## src/rtl/fetch_unit_pkg.sv

```systemverilog
// -----------------------------------------------------------------------------
// fetch_unit_pkg
// Shared constants and types for the instruction-fetch front end.
//   RESET_PC_DEFAULT : first fetch address after reset
//   XLEN / ILEN      : address and instruction widths
//   IALIGN           : instruction alignment in bytes (fetch stride)
//   fetch_entry_t    : {pc, inst} pair stored in the prefetch FIFO
// -----------------------------------------------------------------------------
package fetch_unit_pkg;

  localparam int unsigned XLEN   = 32;
  localparam int unsigned ILEN   = 32;
  localparam int unsigned IALIGN = 4;

  localparam logic [XLEN-1:0] RESET_PC_DEFAULT = 32'h0100_0000;

  typedef struct packed {
    logic [XLEN-1:0] pc;
    logic [ILEN-1:0] inst;
  } fetch_entry_t;

  localparam int unsigned ENTRY_W = $bits(fetch_entry_t);

  // Clears the sub-IALIGN bits of an address.
  function automatic logic [XLEN-1:0] align_pc(input logic [XLEN-1:0] pc);
    return pc & ~(XLEN'(IALIGN) - XLEN'(1));
  endfunction

endpackage

```

## src/rtl/fetch_unit_fifo.sv

```systemverilog
// -----------------------------------------------------------------------------
// fetch_fifo
// Synchronous circular FIFO used for the prefetch queue and the in-flight
// PC queue. The caller guarantees no push when full and no pop when empty.
// Parameters: DEPTH (power of two, >= 2), WIDTH.
// Ports:
//   clk, reset   clock, synchronous active-high reset
//   flush_i      empty the FIFO (wins over push/pop)
//   push_i       write push_data_i at the tail
//   push_data_i  tail data
//   pop_i        advance the head
//   head_o       data at the head (meaningful only when count_o != 0)
//   count_o      number of occupied entries (0..DEPTH)
// -----------------------------------------------------------------------------
module fetch_fifo #(
  parameter int unsigned DEPTH = 4,
  parameter int unsigned WIDTH = 64
) (
  input  logic                       clk,
  input  logic                       reset,
  input  logic                       flush_i,
  input  logic                       push_i,
  input  logic [WIDTH-1:0]           push_data_i,
  input  logic                       pop_i,
  output logic [WIDTH-1:0]           head_o,
  output logic [$clog2(DEPTH+1)-1:0] count_o
);

  localparam int unsigned PW = $clog2(DEPTH);
  localparam int unsigned CW = $clog2(DEPTH+1);

  logic [WIDTH-1:0] mem_q [DEPTH];
  logic [PW-1:0]    wr_ptr_q, wr_ptr_d;
  logic [PW-1:0]    rd_ptr_q, rd_ptr_d;
  logic [CW-1:0]    count_q,  count_d;

  // NOTE: every variable written in always_comb gets a default first, so no
  // path through the block can leave it unassigned and infer a latch.
  always_comb begin
    wr_ptr_d = wr_ptr_q;
    rd_ptr_d = rd_ptr_q;
    count_d  = count_q;
    if (flush_i) begin
      wr_ptr_d = '0;
      rd_ptr_d = '0;
      count_d  = '0;
    end else begin
      // DEPTH is a power of two, so pointers wrap naturally.
      if (push_i) wr_ptr_d = wr_ptr_q + PW'(1);
      if (pop_i)  rd_ptr_d = rd_ptr_q + PW'(1);
      case ({push_i, pop_i})
        2'b10:   count_d = count_q + CW'(1);
        2'b01:   count_d = count_q - CW'(1);
        default: count_d = count_q;
      endcase
    end
  end

  // NOTE: sequential state is updated with non-blocking assignments so every
  // register samples its inputs from the same pre-edge values.
  always_ff @(posedge clk) begin
    if (reset) begin
      wr_ptr_q <= '0;
      rd_ptr_q <= '0;
      count_q  <= '0;
    end else begin
      wr_ptr_q <= wr_ptr_d;
      rd_ptr_q <= rd_ptr_d;
      count_q  <= count_d;
    end
  end

  // NOTE: storage is deliberately not reset; occupancy is tracked by count_q
  // and consumers mask the head when the FIFO is empty.
  always_ff @(posedge clk) begin
    if (push_i && !flush_i) mem_q[wr_ptr_q] <= push_data_i;
  end

  assign head_o  = mem_q[rd_ptr_q];
  assign count_o = count_q;

endmodule

```

## src/rtl/fetch_unit.sv

```systemverilog
// -----------------------------------------------------------------------------
// fetch_unit
// Instruction-fetch front end: issues word-aligned requests, collects in-order
// responses of arbitrary latency into a DEPTH-entry prefetch FIFO, and hands
// {inst, pc} to decode. A redirect loads a new PC and flushes queued and
// in-flight (stale) instructions.
// Optional feature macro: FETCH_MISALIGN_TRAP_EN
//   defined   : a redirect to a non-IALIGN target raises 'misaligned' and
//               halts fetching until the next aligned redirect
//   undefined : low target bits are forced to zero, no 'misaligned' port
// Parameters: DEPTH (power of two, >= 2), RESET_PC.
// Ports:
//   clk, reset             clock, synchronous active-high reset
//   redirect, redirect_pc  load new fetch PC and flush
//   req_valid/ready/addr   fetch request channel to memory
//   rsp_valid, rsp_data    in-order response words (no backpressure)
//   inst_valid/ready       decode handshake on the FIFO head
//   inst, inst_pc          head instruction and its PC
//   misaligned             (macro only) trap status
// -----------------------------------------------------------------------------
module fetch_unit
  import fetch_unit_pkg::*;
#(
  parameter int unsigned     DEPTH    = 4,
  parameter logic [XLEN-1:0] RESET_PC = RESET_PC_DEFAULT
) (
  input  logic            clk,
  input  logic            reset,
  input  logic            redirect,
  input  logic [XLEN-1:0] redirect_pc,
  output logic            req_valid,
  input  logic            req_ready,
  output logic [XLEN-1:0] req_addr,
  input  logic            rsp_valid,
  input  logic [ILEN-1:0] rsp_data,
  output logic            inst_valid,
  input  logic            inst_ready,
  output logic [ILEN-1:0] inst,
`ifdef FETCH_MISALIGN_TRAP_EN
  output logic            misaligned,
`endif
  output logic [XLEN-1:0] inst_pc
);

  localparam int unsigned CW = $clog2(DEPTH+1);
  typedef logic [CW-1:0] cnt_t;

  logic [XLEN-1:0] fetch_pc_q, fetch_pc_d;
  cnt_t            drop_q,     drop_d;
  logic            halted_q,   halted_d;

  cnt_t            inst_count;
  cnt_t            inflight;
  logic [ENTRY_W-1:0] inst_head_raw;
  fetch_entry_t    inst_head;
  fetch_entry_t    inst_push_entry;
  logic [XLEN-1:0] pcq_head;

  logic            req_fire;
  logic            rsp_keep;
  logic            inst_pop;
  logic [CW:0]     occupancy;

  // Stale requests are still counted in inflight, so they keep reserving
  // FIFO space until their responses have drained.
  assign occupancy = {1'b0, inst_count} + {1'b0, inflight};

  always_comb begin
    req_valid = !reset && !redirect && !halted_q && (occupancy < (CW+1)'(DEPTH));
    req_addr  = fetch_pc_q;
    req_fire  = req_valid && req_ready;

    // A response in the redirect cycle belongs to the old path: discard it.
    rsp_keep  = rsp_valid && !redirect && (drop_q == '0);
    inst_pop  = inst_valid && inst_ready && !redirect;

    inst_push_entry = '{pc: pcq_head, inst: rsp_data};
  end

  always_comb begin
    fetch_pc_d = fetch_pc_q;
    drop_d     = drop_q;
    halted_d   = halted_q;
    if (redirect) begin
      fetch_pc_d = align_pc(redirect_pc);
      // inflight already includes earlier stale requests, so the new drop
      // count is simply everything still outstanding after this cycle.
      drop_d     = inflight - cnt_t'(rsp_valid);
`ifdef FETCH_MISALIGN_TRAP_EN
      halted_d   = (redirect_pc[1:0] != 2'b00);
`endif
    end else begin
      if (req_fire)                    fetch_pc_d = fetch_pc_q + XLEN'(IALIGN);
      if (rsp_valid && drop_q != '0)   drop_d     = drop_q - cnt_t'(1);
    end
  end

  always_ff @(posedge clk) begin
    if (reset) begin
      fetch_pc_q <= RESET_PC;
      drop_q     <= '0;
      halted_q   <= 1'b0;
    end else begin
      fetch_pc_q <= fetch_pc_d;
      drop_q     <= drop_d;
      halted_q   <= halted_d;
    end
  end

`ifdef FETCH_MISALIGN_TRAP_EN
  // The trap flag and the halt condition are set and cleared together.
  assign misaligned = halted_q;
`endif

  // Prefetch FIFO of {pc, inst}.
  fetch_fifo #(
    .DEPTH (DEPTH),
    .WIDTH (ENTRY_W)
  ) u_inst_fifo (
    .clk         (clk),
    .reset       (reset),
    .flush_i     (redirect),
    .push_i      (rsp_keep),
    .push_data_i (inst_push_entry),
    .pop_i       (inst_pop),
    .head_o      (inst_head_raw),
    .count_o     (inst_count)
  );

  // Addresses of accepted requests, popped as responses return; its
  // occupancy is the in-flight request count. It is not flushed on redirect
  // because stale responses still arrive and must pop their entry.
  fetch_fifo #(
    .DEPTH (DEPTH),
    .WIDTH (XLEN)
  ) u_pc_queue (
    .clk         (clk),
    .reset       (reset),
    .flush_i     (1'b0),
    .push_i      (req_fire),
    .push_data_i (fetch_pc_q),
    .pop_i       (rsp_valid),
    .head_o      (pcq_head),
    .count_o     (inflight)
  );

  assign inst_head  = fetch_entry_t'(inst_head_raw);
  assign inst_valid = (inst_count != '0);
  // Mask unreset storage so the outputs read zero when the FIFO is empty.
  assign inst       = inst_valid ? inst_head.inst : '0;
  assign inst_pc    = inst_valid ? inst_head.pc   : '0;

endmodule

```

## config.mk

```make
export PLATFORM = sky130hd
export DESIGN_NAME = fetch_unit
export DESIGN_NICKNAME = d
export VERILOG_FILES = /design/src/rtl/fetch_unit_pkg.sv /design/src/rtl/fetch_unit_fifo.sv /design/src/rtl/fetch_unit.sv
export SDC_FILE = /design/constraint.sdc
export NUM_CORES = 1
export LEC_CHECK = 0
export CORE_ASPECT_RATIO = 0.8
export CORE_MARGIN = 5
export CORE_UTILIZATION = 57
export CTS_CLUSTER_SIZE = 10
export DETAILED_ROUTE_END_ITERATION = 8
export GPL_TIMING_DRIVEN = 1
export PLACE_DENSITY = 0.8
export SLEW_MARGIN = 15
export SYNTH_ARGS = -nofsm -noshare
export SYNTH_HDL_FRONTEND = slang
export SYNTH_SLANG_ARGS = --single-unit
```

## constraint.sdc

```tcl
create_clock -name clk -period 3.7 [get_ports clk]
set_clock_uncertainty 0.05 [all_clocks]
set_input_delay 0.37 -clock clk [delete_from_list [all_inputs] [get_ports clk]]
set_output_delay 0.37 -clock clk [all_outputs]
set_load 0.02 [all_outputs]
```

## Word-level counts from Yosys, hierarchy flattened

Memories as Yosys holds them, arrays and structs flattened. A register that Yosys moved wholly into a read port is not among the register bits.
Cells that the tools add are included.
W data, S select, Z words.

- Word-level logic and storage cells: 63
- Input port bits: 70
- Register bits: 49
- Output and inout port bits: 98
- Memories: 2
- RAM bits: 384

Memories:

| memory | depth | width | read ports | clocked after Yosys merged registers in | wr ports | line | source |
|---|---|---|---|---|---|---|---|
| u_inst_fifo.mem_q | 4 | 64 | 1 | 1 | 1 | fetch_unit_fifo.sv:32 | `logic [WIDTH-1:0] mem_q [DEPTH];` |
| u_pc_queue.mem_q | 4 | 32 | 1 | 1 | 1 | fetch_unit_fifo.sv:32 |  |

- Reductions and logical operators: 19
- $add $sub $neg: 12
- Order comparisons: 1
- Equality and inequality tests: 4
- Multiplexer cells: 16

Operators with widths:

| kind | number |
|---|---|
| $mux W32 | 4 |
| $add A32 B3 Y32 const B | 1 |
| $pmux W3 S2 | 2 |
| $logic_and A1 B1 Y1 | 9 |
| $sub A3 B1 Y3 const B | 3 |
| $add A2 B1 Y2 const B | 4 |
| $mux W2 | 4 |
| $reduce_bool A2 Y1 | 4 |
| $add A3 B1 Y3 const B | 2 |
| $mux W3 | 2 |
| $reduce_bool A3 Y1 | 2 |
| $add A3 B3 Y4 | 1 |
| $eq A2 B1 Y1 const B | 2 |
| $eq A2 B2 Y1 const B | 2 |
| $lt A4 B3 Y1 const B | 1 |
| $mux W1 | 4 |
| $logic_not A3 Y1 | 1 |
| $sub A3 B1 Y3 | 1 |
| $logic_not A1 Y1 | 2 |
| $reduce_or A2 Y1 | 1 |

## Depth between registers and ports, before layout

- Word-level depth: 6
- Mapped depth: 12
- Gate-level depth less buffers: 11

## Cells and area by module

Synthesis repeated with hierarchy kept, for this count alone.

- Cell total of the unflattened synthesis: 916
- Area total of the unflattened synthesis: 17312.9 um^2

Modules (own cells, without submodules):

| module | sequential area each (um^2) | instances | cells an instance | area an instance (um^2) |
|---|---|---|---|---|
| fetch_fifo (u_inst_fifo) | 7867.5 | 1 | 377 | 9733.1 |
| fetch_fifo (u_pc_queue) | 4023.9 | 1 | 210 | 5081.1 |
| fetch_unit | 660.6 | 1 | 329 | 2498.6 |

## Worst setup path after synthesis

Ideal clock, no wire load.

- Kind: input to register
- From: input port redirect
- To: memory u_inst_fifo.mem_q[0][0] (enable)
- Arrival: 2.421 ns
- Buffers on the path: 2
- Path slack: 0.803 ns
- Setup time: 0.427 ns
- Cell stages on the path: 4
- Cells stage by stage: clkbuf_1 -> clkbuf_1 -> nor2_1 -> and2_1

- Longest elaborated chain between the ends: 6

Ends and longest elaborated chain:

| what | line | source |
|---|---|---|
| start: declaration | fetch_unit.sv:29 | `input logic redirect,` |
| $logic_not A1 Y1 * | fetch_unit_fifo.sv:76, fetch_unit.sv:74 |  |
| $logic_and A1 B1 Y1 (2 in a row) | fetch_unit.sv:74 | `rsp_keep = rsp_valid && !redirect && (drop_q == '0);` |
| $logic_and A1 B1 Y1 * | fetch_unit_fifo.sv:76 | `if (push_i && !flush_i) mem_q[wr_ptr_q] <= push_data_i;` |
| $mux W1 * | fetch_unit_fifo.sv:76 |  |
| $mux W1 (implied by the code) * | fetch_unit_fifo.sv:76 |  |
| end: declaration | fetch_unit_fifo.sv:32 |  |

Mark *: on every way between the ends. The rest lies on a longest branch, timed or not.

## Worst setup path after layout

- From: register u_inst_fifo.count_q[1], in the netlist u_inst_fifo.count_o[1]
- To: output port req_valid

- Longest elaborated chain between the ends: 3

Ends and longest elaborated chain:

| what | line | source |
|---|---|---|
| start: declaration | fetch_unit_fifo.sv:35 | `logic [CW-1:0] count_q, count_d;` |
| start signal: assignment | fetch_unit_fifo.sv:69 | `count_q <= count_d;` |
| $add A3 B3 Y4 | fetch_unit.sv:66 | `assign occupancy = {1'b0, inst_count} + {1'b0, inflight};` |
| $lt A4 B3 Y1 | fetch_unit.sv:69 | `req_valid = !reset && !redirect && !halted_q && (occupancy < (CW+1)'(DEPTH));` |
| $logic_and A1 B1 Y1 | fetch_unit.sv:69 |  |
| end: declaration | fetch_unit.sv:31 | `output logic req_valid,` |

No other way between the ends.

==> impl_metrics.ini <==
[clock_network]
clk_pin_slew_ns = 0.06
root_buffer = clkbuf_16
ctsHoldBuffers = 0
clock_sinks = 419
cts_max_level = 2
clock_latency_ns = 0.53
cts_tree = done
cts_inserted_buffers = 47
post_cts_buffers = 0
cts_buffer_depth = 3
post_cts_resized = 0

[worst_setup_path]
cp_max_fo = 9
reg2reg_depth = 10
crit_type = reg -> out
endpoint_kind = primary output
r2r_slack_ns = 0.82
critPathLaunchType = flop
cp_data_arrival_time_ns = 2.80
cp.required_ns = 3.28

[sta]
report.final.slew_viol_count = 0
fmax_mhz = 310.3
tns_ns = 0
fin_crit_ns = 3.223
slew_headroom = 0.3898
setup_viol = 0
layout_worst_path_cycle_share = 0.8710
fin_ws_ns = 0.4772
finalHoldViolations = 0
tightest_slew_ns = 0.9153
rsz0062_at_grt = false

[job]
drv_cap = 0

[placement]
globalplace.congestion = 0.7910
io_buffers = 161
hpwl_um = 21860
dp.cells = 1426
dpl-instance-area_mm2 = 0.01878
place_ws_ns = 0.7286

[synthesis]
synth_top_area_share = 0.6647
synth_seq_cells = 419
avgSynthCellArea_um2 = 18.17
syn_inst = 915
yosysMostFrequentCell = edfxtp_1
synthTopCellsByCount = edfxtp_1, mux4_2, nor2b_1
yosysTopAreaCell = edfxtp_1
synth.distinct_cells = 55
ys_warn_count = 0
synth-main-ff-cell = edfxtp_1
synth_edf_count = 368
synth_area_leaders = edfxtp_1, mux4_2, dfxtp_1, nor2b_1, ha_1
async_flop_share = 0
syn_area_mm2 = 0.01663
ys_seq_area_frac = 0.7261

[detailed_routing]
vias = 9075
drc_errors = 0
m1WireLength_um = 15160
wl_um = 36710
wl_per_cell_um = 24.56
wl_met3_um = 2847
drt_pass1_iterations = 5
drtIter0Drc = 806
route.met2.wl_um = 18140
avgViaCountPerCell = 6.070
routed.top_layer = met4
antenna_left = 0

[global_routing]
gr-total-overflow = 0
grt_pass1_wl_um = 56810
grt_max_degree = 64
grt_pass1_vias = 9650
gr-usage-all-layers = 0.2263
grt_antenna_before_repair = 0

[floorplanning]
dieWidth_um = 200.9
die_y_um = 162.8
start_util = 0.5836
core_area_mm2 = 0.02849
dieArea_mm2 = 0.03270
num_rows = 55
io_pins = 168

[final_layout]
post-route-util = 0.7047
antenna_cells = 0
nets = 1194
final-seq-area_mm2 = 0.01208
multi_input_area_mm2 = 0.004268
drive_gt1_frac = 0.1689
design_area_mm2 = 0.02008
n_fill_cell = 1766
stdcell_count = 1495
area_growth_pct = 20.76

[power_and_ir_drop]
irDropWorstVdd_mv = 0.3507
power.density_mw_per_mm2 = 503.8
leakage_nw = 6.440

[min_path]
hold_class = in -> reg
hold_depth = 4

[status]
status = finished clean
[worst max-delay path, cell delays in order (launching register included)]
cell and delay (ns):
dfxtp_1 0.44, ha_1 0.28, a311oi_2 0.56, nor3b_1 0.32, clkdlybuf4s50_1 0.67
[metal layers]
layer / track usage / vias up
li1: - / 3986
met1: 0.3242 / 4621
met2: 0.3774 / 417
met3: 0.04101 / 51
met4: 0.04065 / 0
met5: 0 / -
[report_power, final]
group | internal [mW] | switching [mW]
logic | 0.327 | 0.348
registers | 5.29 | 0.108
clock network | 2.39 | 1.65
[state kept, by name (all words and copies together), names as in the netlist, named ones only]
signal	cells
u_inst_fifo.mem_q	248
u_pc_queue.mem_q	120
req_addr	30
drop_q	3
u_inst_fifo.count_o	3
u_pc_queue.count_o	3
u_inst_fifo.rd_ptr_q	2
u_inst_fifo.wr_ptr_q	2
u_pc_queue.rd_ptr_q	2
u_pc_queue.wr_ptr_q	2
[kinds of logic (layout without fill, tap and decap cells)]
group | after synthesis | after routing | share of synthesized area
XOR/XNOR | 19 | 19 | 0.01001
other | 1 | 4 | 0.0002256
AO/OA/AOI/OAI | 76 | 76 | 0.02905
buffers and inverters | 74 | 281 | 0.01851
AND/OR/NAND/NOR | 209 | 209 | 0.07247
multiplexers | 98 | 98 | 0.1285
adder cells (fa/ha/maj) | 19 | 19 | 0.01520
flip-flops | 419 | 419 | 0.7261
[cells in the final DEF (no fill, tap or decap), types with 4 or more instances in the layout]
cell	instances
ha_1	17
a31oi_1	11
and2_2	4
o21ai_0	13
conb_1	4
nand2_1	26
buf_4	23
edfxtp_1	368
xnor2_1	8
buf_12	5
clkbuf_1	20
or3_1	4
nand3_1	15
nand2b_1	4
nand3b_1	4
clkdlybuf4s50_1	160
xor2_1	11
clkbuf_16	49
dfxtp_1	47
mux4_2	92
nor2b_1	65
nor3b_1	4
nor2_1	31
and3_1	13
nor3_1	10
a21oi_1	26
inv_1	22
nand4_1	13
[area by class of cell]
class,instances,area share
Sequential cell,419,0.6016
Timing Repair Buffer,189,0.09361
Inverter,23,0.004300
Clock buffer,69,0.06481
Tap cell,370,0.02306
Multi-Input combinational cell,425,0.2126
[stage by stage]
step | hold slack, ns | power, mW
global route | 0.3528 | 10.47
CTS | 0.3114 | 10.19
finish | 0.3364 | 10.12
detailed placement | 0.4485 | 6.158
global placement | 0.4355 | 6.130
floorplan | 0.4189 | 5.840
[worst paths after layout]
check	from	endpoint
min	redirect	drop_q[1]
max reg2reg	u_inst_fifo.count_o[1]	u_pc_queue.count_o[2]
min reg2reg	u_pc_queue.wr_ptr_q[1]	u_pc_queue.wr_ptr_q[1]
max	u_inst_fifo.count_o[1]	req_valid
Note: power is estimated with default switching activity, not from simulation.
